==> config.mk <==
export PLATFORM = sky130hd
export DESIGN_NAME = pipe_reg_fd
export DESIGN_NICKNAME = d
export VERILOG_FILES = /design/src/rtl/pipe_reg_fd_pkg.sv /design/src/rtl/pipe_reg_fd_addr_check.sv /design/src/rtl/pipe_reg_fd.sv
export SDC_FILE = /design/constraint.sdc
export NUM_CORES = 1
export LEC_CHECK = 0
export BUFFER_PORTS_ARGS = -buffer_cell sky130_fd_sc_hd__buf_2
export CELL_PAD_IN_SITES_DETAIL_PLACEMENT = 2
export CELL_PAD_IN_SITES_GLOBAL_PLACEMENT = 2
export CORE_MARGIN = 3
export CORE_UTILIZATION = 24
export DETAILED_ROUTE_END_ITERATION = 7
export GPL_ROUTABILITY_DRIVEN = 0
export GPL_TIMING_DRIVEN = 0
export PLACE_DENSITY_LB_ADDON = 0.1
export SYNTH_ARGS = -nofsm -noshare
export SYNTH_HDL_FRONTEND = slang
export SYNTH_HIERARCHICAL = 1
export SYNTH_SLANG_ARGS = --single-unit
==> constraint.sdc <==
create_clock -name CLK -period 3.01 [get_ports CLK]
set_clock_uncertainty 0.15 [all_clocks]
set_input_delay 0.4515 -clock CLK [delete_from_list [all_inputs] [get_ports CLK]]
set_output_delay 0.4515 -clock CLK [all_outputs]
set_load 0.02 [all_outputs]
==> src/rtl/pipe_reg_fd_pkg.sv <==
// Shared constants for the fetch/decode pipeline register: exception codes,
// the bubble instruction and default instruction-memory geometry.
package pipe_reg_fd_pkg;

  localparam logic [4:0]  EXC_NONE = 5'd0;
  localparam logic [4:0]  EXC_ADEL = 5'd4;
  localparam logic [31:0] INSTR_NOP = 32'h0000_0000;

  localparam logic [31:0] IM_BASE_DEFAULT  = 32'h0000_3000;
  localparam int          IM_WORDS_DEFAULT = 1024;

endpackage

==> src/rtl/pipe_reg_fd_addr_check.sv <==
// Combinational fetch-address check: flags misaligned PCs and PCs outside the
// instruction memory window [IM_BASE, IM_BASE + 4*IM_WORDS).
module fd_addr_check #(
  parameter logic [31:0] IM_BASE  = 32'h0000_3000,
  parameter int          IM_WORDS = 1024
) (
  input  logic [31:0] pc,
  output logic        fault
);

  // 33-bit upper bound so a window ending at the top of memory cannot wrap to a small value
  localparam logic [32:0] IM_LIMIT = {1'b0, IM_BASE} + (33'(IM_WORDS) << 2);

  logic misaligned;
  logic below;
  logic above;

  assign misaligned = (pc[1:0] != 2'b00);
  assign below      = (pc < IM_BASE);
  assign above      = ({1'b0, pc} >= IM_LIMIT);
  assign fault      = misaligned | below | above;

endmodule

==> src/rtl/pipe_reg_fd.sv <==
// F/D pipeline register with stall/flush, delay-slot flag and fetch AdEL detection.
// Optional stall/bubble performance counters under PIPE_FD_PERF_EN.
module pipe_reg_fd
  import pipe_reg_fd_pkg::*;
#(
  parameter logic [31:0] IM_BASE  = IM_BASE_DEFAULT,
  parameter int          IM_WORDS = IM_WORDS_DEFAULT
) (
  input  logic        CLK,
  input  logic        RESET,
  input  logic        Stall_D,
  input  logic        Flush_D,
  input  logic        Branch_D,
  input  logic [31:0] IR_F,
  input  logic [31:0] PC_F,
  input  logic [31:0] PC4_F,
  output logic [31:0] IR_D,
  output logic [31:0] PC_D,
  output logic [31:0] PC4_D,
  output logic [31:0] PC8_D,
  output logic        Valid_D,
  output logic        BD_D,
  output logic [4:0]  ExcCode_D,
  output logic [31:0] StallCnt,
  output logic [31:0] BubbleCnt
);

  logic fetch_fault;

  fd_addr_check #(
    .IM_BASE  (IM_BASE),
    .IM_WORDS (IM_WORDS)
  ) u_addr_check (
    .pc    (PC_F),
    .fault (fetch_fault)
  );

  always_ff @(posedge CLK) begin
    if (RESET) begin
      IR_D      <= INSTR_NOP;
      PC_D      <= IM_BASE;
      PC4_D     <= IM_BASE + 32'd4;
      PC8_D     <= IM_BASE + 32'd8;
      Valid_D   <= 1'b0;
      BD_D      <= 1'b0;
      ExcCode_D <= EXC_NONE;
    end else if (Flush_D) begin
      // bubble still carries the fetch PC so EPC/link logic sees a sane address
      IR_D      <= INSTR_NOP;
      PC_D      <= PC_F;
      PC4_D     <= PC4_F;
      PC8_D     <= PC4_F + 32'd4;
      Valid_D   <= 1'b0;
      BD_D      <= 1'b0;
      ExcCode_D <= EXC_NONE;
    end else if (!Stall_D) begin
      IR_D      <= fetch_fault ? INSTR_NOP : IR_F;
      PC_D      <= PC_F;
      PC4_D     <= PC4_F;
      PC8_D     <= PC4_F + 32'd4;
      Valid_D   <= 1'b1;
      BD_D      <= Branch_D & Valid_D;
      ExcCode_D <= fetch_fault ? EXC_ADEL : EXC_NONE;
    end
  end

`ifdef PIPE_FD_PERF_EN
  always_ff @(posedge CLK) begin
    if (RESET) begin
      StallCnt  <= 32'd0;
      BubbleCnt <= 32'd0;
    end else begin
      if (Stall_D && !Flush_D) StallCnt <= StallCnt + 32'd1;
      if (Flush_D)             BubbleCnt <= BubbleCnt + 32'd1;
    end
  end
`else
  assign StallCnt  = 32'd0;
  assign BubbleCnt = 32'd0;
`endif

endmodule

### After elaboration in Yosys (flattened, before gate mapping)

Cells that the tools add are included.

* add/sub/neg operators: 1
* $mul: 0
* div/mod/pow operators: 0
* order comparisons: 2
* equality and inequality tests: 1
* shifts and indexed selects: 0
* muxes and demuxes: 8
* bitwise gates (word level): 3
* reduce and logical (&&, ||, !) cells: 2

Operators with widths (count)
* $mux W32: 7
* $add A32 B3 Y32 const B: 1
* $ge A32 B15 Y1 const B: 1
* $lt A32 B14 Y1 const B: 1
* $mux W3: 1
* $ne A2 B1 Y1 const B: 1
* $or A1 B1 Y1: 2
* $reduce_bool A2 Y1: 1
* $reduce_or A2 Y1: 1
* $and A1 B1 Y1: 1

* flip-flop bits (word level): 135
* latch bits: 0
* RAM bits: 0
* ROM bits: 0
* input port bits: 101
* output and inout port bits: 199
* logic and storage cells: 24
* memories: 0

### Logic depth before layout (Yosys ltp)

Gate-level depths: netlist of the first run.

* depth in word-level cells: 4
* gate-level depth with buffers: 7
* mapped depth without buffers: 6

### Modules after synthesis

Netlist of the first run, hierarchy kept.

Modules (own cells, without submodules)
* pipe_reg_fd: times used 1, cells an instance 673, area each 5529.1 µm²
* fd_addr_check: times used 1, cells an instance 7, area each 51.3 µm²

### Least setup slack after synthesis of the first run

No wires, ideal clock.

* kind: in2reg
* start: input PC4_F[2]
* end: register PC8_D[24]
* setup time: 0.091 ns
* arrival: 2.102 ns
* setup slack: 0.667 ns
* stages: 6
* buffers on the path: 1
* cells stage by stage: ha_1 > nand3_4 > or4_1 > buf_2 > or4_1 > a311oi_1

* longest elaborated chain between the ends: 3

RTL lines
* start: declaration: line pipe_reg_fd.sv:16 `input logic [31:0] PC4_F,`
* $add A32 B3 Y32 *: line pipe_reg_fd.sv:52, pipe_reg_fd.sv:60
* $mux W32: line pipe_reg_fd.sv:56 `end else if (!Stall_D) begin`
* $mux W32 *: line pipe_reg_fd.sv:47 `end else if (Flush_D) begin`
* end signal: assignment: line pipe_reg_fd.sv:43 `PC8_D <= IM_BASE + 32'd8;`
* end signal: assignment: line pipe_reg_fd.sv:52 `PC8_D <= PC4_F + 32'd4;`
* end signal: assignment: line pipe_reg_fd.sv:60 `PC8_D <= PC4_F + 32'd4;`
* end: declaration: line pipe_reg_fd.sv:20 `output logic [31:0] PC8_D,`

Every way passes the cells marked *; elsewhere a longest branch is shown, timed or not. The select of a mux whose other input is x is not followed.
A chain may end at the register's enable or synchronous reset.

### Final worst setup path of the first run

* start: input PC_F[30]
* end: register IR_D[3]

* longest elaborated chain between the ends: 4

RTL lines
* start: declaration: line pipe_reg_fd.sv:15 `input logic [31:0] PC_F,`
* $lt A32 B14 Y1: line pipe_reg_fd_addr_check.sv:19 `assign below = (pc < IM_BASE);`
* $or A1 B1 Y1: line pipe_reg_fd_addr_check.sv:21 `assign fault = misaligned | below | above;`
* $or A1 B1 Y1 *: line pipe_reg_fd_addr_check.sv:21
* named net fetch_fault: line pipe_reg_fd.sv:28 `logic fetch_fault;`
* $mux W32 *: line pipe_reg_fd.sv:57 `IR_D <= fetch_fault ? INSTR_NOP : IR_F;`
* end signal: assignment: line pipe_reg_fd.sv:57
* end: declaration: line pipe_reg_fd.sv:17 `output logic [31:0] IR_D,`

The timed path passes the listed nets; every way through them passes the cells marked *.

==> flow_summary.ini, run 1 <==
[outcome]
status = completed

[critical_path]
worstSetupEndpointType = flip-flop
crit_path_max_fanout = 10
crit_arrival_ns = 2.64
setup.worst_path.start_class = input pin
worstSetupPathType = input pin to flip-flop
required_ns = 3.21

[global_route]
globalRouteOverflowTotal = 0
grt_pass1_vias = 5877
grt_start_max_net_pins = 17
track_usage = 0.177
antenna_found_initial = 2
grt_pass1_wl_mm = 33.9

[power_and_ir_drop]
power_density_nw_per_um2 = 572
vdd_drop_max_mv = 0.294
finalPower_mw = 4.54
leakage_nw = 3.71

[floorplanning]
ioPinCount = 300
die_area_um2 = 25100
row_count = 55
start_util = 0.245
fp.dieW_um = 158
coreArea_um2 = 22800
die_y_um = 158

[timing]
final-setup-viol-count = 0
period_minus_slack_ns = 2.43
finalMaxSlewViolations = 0
grt_setup_unrepaired = no
fin_crit_sh = 0.808
setup_tns_ns = 0
max_freq_ghz = 0.411
max_slew_margin = 0.488
final-hold-violation-count = 0
worst-slew-pin-transition_ns = 0.768

[final_layout]
nFillCells = 2739
fin_nets = 1098
multi_input_area_um2 = 2530
final_common_cell = buf_2
final_cell_mix = buf_2, nand2_1, dfxtp_1
stdcell_count = 1323
final-seq-area_um2 = 2580
synthToLayoutAreaGrowth_pct = 42.3
layout-drive-gt1-share = 0.336

[route]
drt_iter0_drc = 176
detail-route-antenna-nets = 0
remaining_drc_errors = 0
viasPerCell = 4.39
wl_per_cell_um = 17.2
firstDrtPassIters = 4
via_count = 5813
drt-total-wl_mm = 22.7

[logic_synthesis]
ys_warn_count = 6
syn_area_um2 = 5580
syn_avg_cell_area_um2 = 8.21
synth_edf_count = 0
syn-instance-count = 680
ys_types = 41
yosys_register_bits = 129
synthArstFlopShare = 0
synth_ff_type = dfxtp_1
yosysSeqAreaShare = 0.463

[clock_network]
cts_resized = 0
clk_latency_ns = 0.41
cts_tree = built
path_clk_slew_ns = 0.06
cts_buffer_depth = 2
cts_inserted_buffers = 17
cts_hold_buf = 0
clkSinkCount = 129
htreeDepth = 4
cts_root_buf = clkbuf_16
post_cts_buffers = 0

[place]
portBuffers = 230
dp_hpwl_mm = 17.6
dp_cells = 1290

[job]
cap_violations = 0

[min_path]
worstHoldPathType = input pin to flip-flop
[through the flow]
step	hold slack (ns)	setup WS, ns	area (um2)	utilization
floorplan	0.371	0.667	5830	-
global placement	0.282	0.141	7370	0.324
detailed placement	0.286	0.0910	7370	0.324
CTS	0.102	0.556	7940	0.349
global route	0.112	0.401	7940	0.349
finish	0.119	0.577	7940	0.349
[cells in the mapped netlist (all sizes together), types with 9 or more instances]
cell type,instances,area (um2)
dfxtp,129,2580
a311oi,11,96.3
nor4,14,87.6
nor2,67,251
clkbuf,34,128
nand4,9,77.6
a211oi,12,90.1
nand2,141,529
a21oi,64,320
buf,82,574
a22oi,32,240
or4,11,82.6
nand3,9,57.6
[sequential cells by signal, summed over array words and instances (netlist names)]
name	count
PC8_D	30
IR_D	32
BD_D	1
Valid_D	1
PC_D	32
ExcCode_D	1
PC4_D	32
[report_power, final]
group          internal, mW  switching (mW)  total (mW)  leakage (nW)
clock network          1.18           0.813        1.99         0.265
registers              1.79          0.0445        1.84          1.06
logic                 0.243           0.465       0.708          2.39
total                  3.22            1.32        4.54          3.71
[final timing paths]
kind,slack (ns),startpoint,cells after the start,to
max reg2reg,2.06,PC8_D[31],2,PC8_D[31]
min reg2reg,0.30,PC_D[26],2,PC_D[26]
max,0.58,PC_F[30],7,IR_D[3]
min,0.12,IR_F[0],3,IR_D[0]
[worst max-delay path: stages]
cell,delay [ns]
buf_2,0.12
or4_1,0.52
or4_1,0.53
nor2_1,0.34
clkbuf_1,0.44
a22oi_1,0.14
nor2_1,0.11
[logic make-up (layout without fill, tap and decap cells)]
logic type	after synthesis	count (layout)	synth area share
mux	1	1	0.00179
simple gates	283	283	0.234
other cells	1	69	0.000672
fa+ha+maj	1	1	0.00224
compound gates	133	133	0.152
xor+xnor	11	11	0.0173
flops	129	129	0.463
buf+inv	121	383	0.129
[layout make-up]
cell class	instances	area share
Inverter	5	0.00236
Sequential cell	129	0.325
Buffer	116	0.0884
Timing Repair Buffer	230	0.145
Antenna cell	1	0.000315
Tap cell	313	0.0493
Clock buffer	20	0.0575
Clock inverter	12	0.0137
Multi-Input combinational cell	497	0.318
[metal layers]
| metal | track usage | up-vias | wire (um) |
|---|---|---|---|
| li1 | - | 2834 | - |
| met1 | 0.217 | 2767 | 9750 |
| met2 | 0.304 | 189 | 11200 |
| met3 | 0.0500 | 21 | 1530 |
| met4 | 0.0492 | 2 | 276 |
| met5 | 0 | - | 13 |
Note: power is estimated with default switching activity, not from simulation.
==> run 2: changes to the inputs <==
Settings changed: CORE_UTILIZATION 24 to 21.
Clock period 3.01 ns to 2.1 ns, I/O delays scaled along.
==> run 2 against run 1 <==
  * Die area is 14% higher
  * Critical path depth stayed put
  * Wire length is 7.4% higher
  * Utilization is 2.0 points lower
  * Sequential cell count stayed put
  * Register-to-register slack worse by 1.0 ns
  * Global-route usage is 1.1 points lower
  * Sequential power is 43% higher
  * Final cell count is 5.9% higher
  * Combinational power is 57% higher
  * Total power is 47% higher
  * Non-clock buffer count is 56 higher
==> flow_summary.ini, run 2 (synthesis results as in run 1) <==
[clock_network]
clkSinkCount = 129
cts_buffer_depth = 2
clk_latency_ns = 0.41
cts_inserted_buffers = 17
cts_tree = built
cts_root_buf = clkbuf_16
htreeDepth = 4
path_clk_slew_ns = 0.06

[timing]
whs_ns = 0.0162
max_slew_margin = 0.512
setup_tns_ns = 0
period_minus_slack_ns = 2.03
finalMaxSlewViolations = 0
final-hold-violation-count = 0
grt_setup_unrepaired = no
worst-slew-pin-transition_ns = 0.732
final-setup-viol-count = 0
fin_crit_sh = 0.966
max_freq_ghz = 0.493

[critical_path]
crit_path_max_fanout = 9
setup.worst_path.start_class = input pin
r2r-end = PC8_D[31]
required_ns = 2.27
crit_path_top_delay_cell = or4_1
endpoint = PC8_D[24]
crit_top_cell = or4_1
critPathMaxStageDelay_ns = 0.53
worstReg2RegStart = PC8_D[31]
r2r_cells = 2
cp_cell_sequence = buf_2, ha_4, nand3_4, or4_1, buf_4, or4_1, a311oi_2
crit_arrival_ns = 2.20
worstSetupPathType = input pin to flip-flop
cp-startpoint = PC4_F[3]
reg2reg_slack_ns = 1.04
worstSetupEndpointType = flip-flop

[power_and_ir_drop]
power_frac_seq = 0.394
p_int_mw = 4.74
power_density_nw_per_um2 = 780
sw_frac_of_total = 0.292
p_switching_mw = 1.95
vdd_drop_max_mv = 0.350
power_frac_comb = 0.166
leakage_nw = 4.00
pwr-share-clk = 0.440

[floorplanning]
start_util = 0.214
die_area_um2 = 28600
row_count = 59
ioPinCount = 300
coreArea_um2 = 26100
fp.dieW_um = 169
die_y_um = 169

[global_route]
antenna_found_initial = 2
grt_pass1_vias = 6236
globalRouteOverflowTotal = 0
grt_start_max_net_pins = 17
grt_pass1_wl_mm = 36.8
track_usage = 0.166

[place]
placed_cell_area_um2 = 7420
portBuffers = 230
dp_hpwl_mm = 18.3

[route]
drt_iter0_drc = 204
viasPerCell = 4.34
remaining_drc_errors = 0
via_count = 6082
firstDrtPassIters = 4
detail-route-antenna-nets = 0
drt-total-wl_mm = 24.4
wl_per_cell_um = 17.4

[final_layout]
final_common_cell = buf_2
nFillCells = 3100
multi_input_area_um2 = 2550
fin_nets = 1154
layout-drive-gt1-share = 0.331
final_cell_mix = buf_2, nand2_1, dfxtp_1
final_util = 0.329
final-seq-area_um2 = 2580
synthToLayoutAreaGrowth_pct = 53.7
largestRegisters = IR_D (32), PC4_D (32), PC_D (32)
postLayoutCellArea_um2 = 8580

[job]
cap_violations = 0

[min_path]
worstHoldPathType = input pin to flip-flop
holdPathStages = 3

[outcome]
status = completed
[run 2: cell count changes in the layout (fill, tap and decap cells not counted), sizes merged]
cell         change
bufinv           +1
inv              -1
clkinvlp         -3
buf              +2
dlygate4sd3     +54
clkbuf           -1
clkinv           +4
[run 2: per-stage QoR]
stage	cells	total power [mW]	setup WS (ns)
floorplan	747	3.30	0.0116
global placement	1312	3.72	-0.715
detailed placement	1312	3.73	-0.747
CTS	1398	6.80	0.0231
global route	1401	7.03	0.000131
finish	1401	6.69	0.0720
[run 2: worst max-delay path: cells and delay by family]
family | cells | cell delay, ns
AND/OR/NAND/NOR | 3 | 1.15
buffers and inverters | 2 | 0.33
adder cells (fa/ha/maj) | 1 | 0.16
AO/OA/AOI/OAI | 1 | 0.23
[run 2: worst min path at each step]
stage                          from         to  slack, ns
after floorplan           PC4_F[12]  PC4_D[12]       0.29
after global placement     PC4_D[2]   PC4_D[2]       0.28
after detailed placement   PC_D[11]   PC_D[11]       0.30
after CTS                  PC_F[30]   PC_D[30]      0.002
after global routing       PC_F[12]   PC_D[12]       0.02
final                      PC_F[12]   PC_D[12]       0.02
[run 2: power by group through the flow]
stage	sequential, mW	clock (mW)	combinational [mW]
after detailed placement	2.69	0	1.04
after CTS	2.64	3.04	1.12
after global routing	2.65	3.16	1.22
after floorplan	2.83	0	0.466
final	2.64	2.94	1.11
after global placement	2.69	0	1.03
[run 2: cell type report]
| cell class | instances | share of cell area |
|---|---|---|
| sequential | 129 | 0.301 |
| multi-input combinational | 497 | 0.298 |
| timing repair buffer | 286 | 0.199 |
| buffer | 116 | 0.0839 |
| clock buffer | 19 | 0.0505 |
| tap | 335 | 0.0489 |
| clock inverter | 13 | 0.0162 |
| inverter | 5 | 0.00219 |
| antenna | 1 | 0.000292 |
[run 2: repair_timing]
item	in CTS	in global routing
hold endpoints to repair	54	0
hold buffers	54	0
gates resized for setup	3	10
pin swaps	0	1
setup buffers	0	2
endpoints found under the setup margin	10	54
[run 2: layer usage]
metal / wire length [um] / GRT usage / vias up
li1: - / - / 2958
met1: 10800 / 0.209 / 2909
met2: 11800 / 0.284 / 185
met3: 1360 / 0.0336 / 28
met4: 440 / 0.0519 / 2
met5: 8 / 0 / -
==> run 3: changes to the inputs <==
Settings changed: GPL_TIMING_DRIVEN 0 to 1.
==> run 3 against run 2 <==
  * First-iteration DRC count is 7.8% higher
  * Combinational power shrank 9%
  * Utilization is 1.5 points lower
  * Final area fell by 4.6%
  * Critical endpoint is now IR_D[9]
  * Setup slack better by 0.059 ns
  * Register-to-register slack better by 0.05 ns
  * Clock power up 2%
  * Global-route usage decreased by 1.1 points
  * Count of clock-buffer cells in the layout did not move
  * Non-clock buffer count shrank 77
==> flow_summary.ini, run 3 (synthesis results as in run 1) <==
[global_route]
grt_pass1_wl_mm = 35.2
grt_start_max_net_pins = 95
track_usage = 0.154
antenna_found_initial = 2
globalRouteOverflowTotal = 0
grt_pass1_vias = 6227

[floorplanning]
row_count = 59
coreArea_um2 = 26100
start_util = 0.214
die_y_um = 169
die_area_um2 = 28600
ioPinCount = 300
fp.dieW_um = 169

[route]
detail-route-antenna-nets = 0
wl_per_cell_um = 17.2
drt-total-wl_mm = 22.8
viasPerCell = 4.41
firstDrtPassIters = 4
drt_iter0_drc = 220
remaining_drc_errors = 0
via_count = 5837

[timing]
finalMaxSlewViolations = 0
max_freq_ghz = 0.508
whs_ns = 0.0114
fin_crit_sh = 0.938
layout_setup_ws_ns = 0.131
final-hold-violation-count = 0
grt_setup_unrepaired = no
max_slew_margin = 0.552
period_minus_slack_ns = 1.97
worst-slew-pin-transition_ns = 0.672
final-setup-viol-count = 0

[final_layout]
final_cell_mix = buf_2, nand2_1, dfxtp_1
synthToLayoutAreaGrowth_pct = 46.7
largestRegisters = IR_D (32), PC4_D (32), PC_D (32)
fin_nets = 1077
final_common_cell = buf_2
layout-drive-gt1-share = 0.328
postLayoutCellArea_um2 = 8180

[power_and_ir_drop]
leakage_nw = 3.74
power_density_nw_per_um2 = 811
vdd_drop_max_mv = 0.365

[critical_path]
setup.worst_path.start_class = input pin
worstSetupEndpointType = flip-flop
crit_path_max_fanout = 32
worstReg2RegStart = PC8_D[31]
worstSetupPathType = input pin to flip-flop
reg2reg_slack_ns = 1.09
required_ns = 2.28
r2r-end = PC8_D[31]
crit_arrival_ns = 2.15
r2r_cells = 2

[clock_network]
cts_tree = built
htreeDepth = 4
clkSinkCount = 129
clk_latency_ns = 0.41
post_cts_buffers = 0
path_clk_slew_ns = 0.06
cts_buffer_depth = 2
cts_inserted_buffers = 17
cts_root_buf = clkbuf_16

[outcome]
status = completed

[min_path]
holdPathStages = 3
whs_endpoint = IR_D[26]
worstHoldPathType = input pin to flip-flop
worstHoldStart = IR_F[26]

[place]
dp_hpwl_mm = 16.9
portBuffers = 231
placed_cell_area_um2 = 7190
post-place-ws_ns = -0.224

[job]
cap_violations = 0
## run 3: changes by cell type in the layout (fill, tap and decap cells not counted), moves of 2 or more
cell,change
buf_1,-8
buf_12,+4
buf_2,-3
buf_4,-23
clkbuf_1,-27
clkbuf_2,-8
clkbuf_8,+2
clkinv_4,-2
dlygate4sd3_1,-13
## run 3: cell type report
type | count | area, um2
Antenna cell | 1 | 2.50
Tap cell | 335 | 419
Sequential cell | 129 | 2580
Clock inverter | 12 | 133
Inverter | 5 | 18.8
Clock buffer | 19 | 453
Timing Repair Buffer | 325 | 2020
Multi-Input combinational cell | 497 | 2560
Fill cell | 3021 | 17900
## run 3: per-stage QoR
| stage | std cells | power, mW | TNS, ns | util |
|---|---|---|---|---|
| after floorplan | 747 | 3.30 | 0 | - |
| after global placement | 1250 | 3.63 | -3.62 | 0.276 |
| after detailed placement | 1250 | 3.65 | -6.18 | 0.276 |
| after CTS | 1322 | 6.76 | 0 | 0.314 |
| after global routing | 1323 | 6.96 | 0 | 0.314 |
| final | 1323 | 6.64 | 0 | 0.314 |
## run 3: critical path: stages
cell and delay (ns):
dlygate4sd3_1 0.53, buf_2 0.13, or4_1 0.55, nor2_2 0.16
buf_12 0.20, a22oi_1 0.10, nor2_1 0.14
## run 3: worst max-delay path by stage
stage                     depth (start not counted)  slack, ns  startpoint        end
after floorplan                                   6       0.01    PC4_F[2]  PC8_D[24]
after global placement                            7      -0.12    PC_F[30]    IR_D[7]
after detailed placement                          7      -0.22    PC_F[30]    IR_D[9]
after CTS                                         7       0.16    PC_F[21]    IR_D[9]
after global routing                              7       0.06    PC_F[21]    IR_D[9]
final                                             7       0.13    PC_F[21]    IR_D[9]
## run 3: where the power goes
group          total (mW)  switching, mW  internal [mW]
clock                2.99           1.18           1.81
sequential           2.64         0.0654           2.57
combinational        1.01          0.655          0.354
total                6.64           1.90           4.73
## run 3: what timing repair did
action	in CTS	in global routing
resized for setup	0	0
hold buffers	41	0
setup endpoints to repair	0	0
hold endpoints to repair	41	0
## run 3: routing by layer
| layer | vias to the layer above | global-route usage | wire length [um] |
|---|---|---|---|
| li1 | 2795 | - | - |
| met5 | - | 0 | 8 |
| met4 | 2 | 0.0406 | 291 |
| met1 | 2835 | 0.182 | 9490 |
| met3 | 21 | 0.0425 | 1460 |
| met2 | 184 | 0.276 | 11500 |
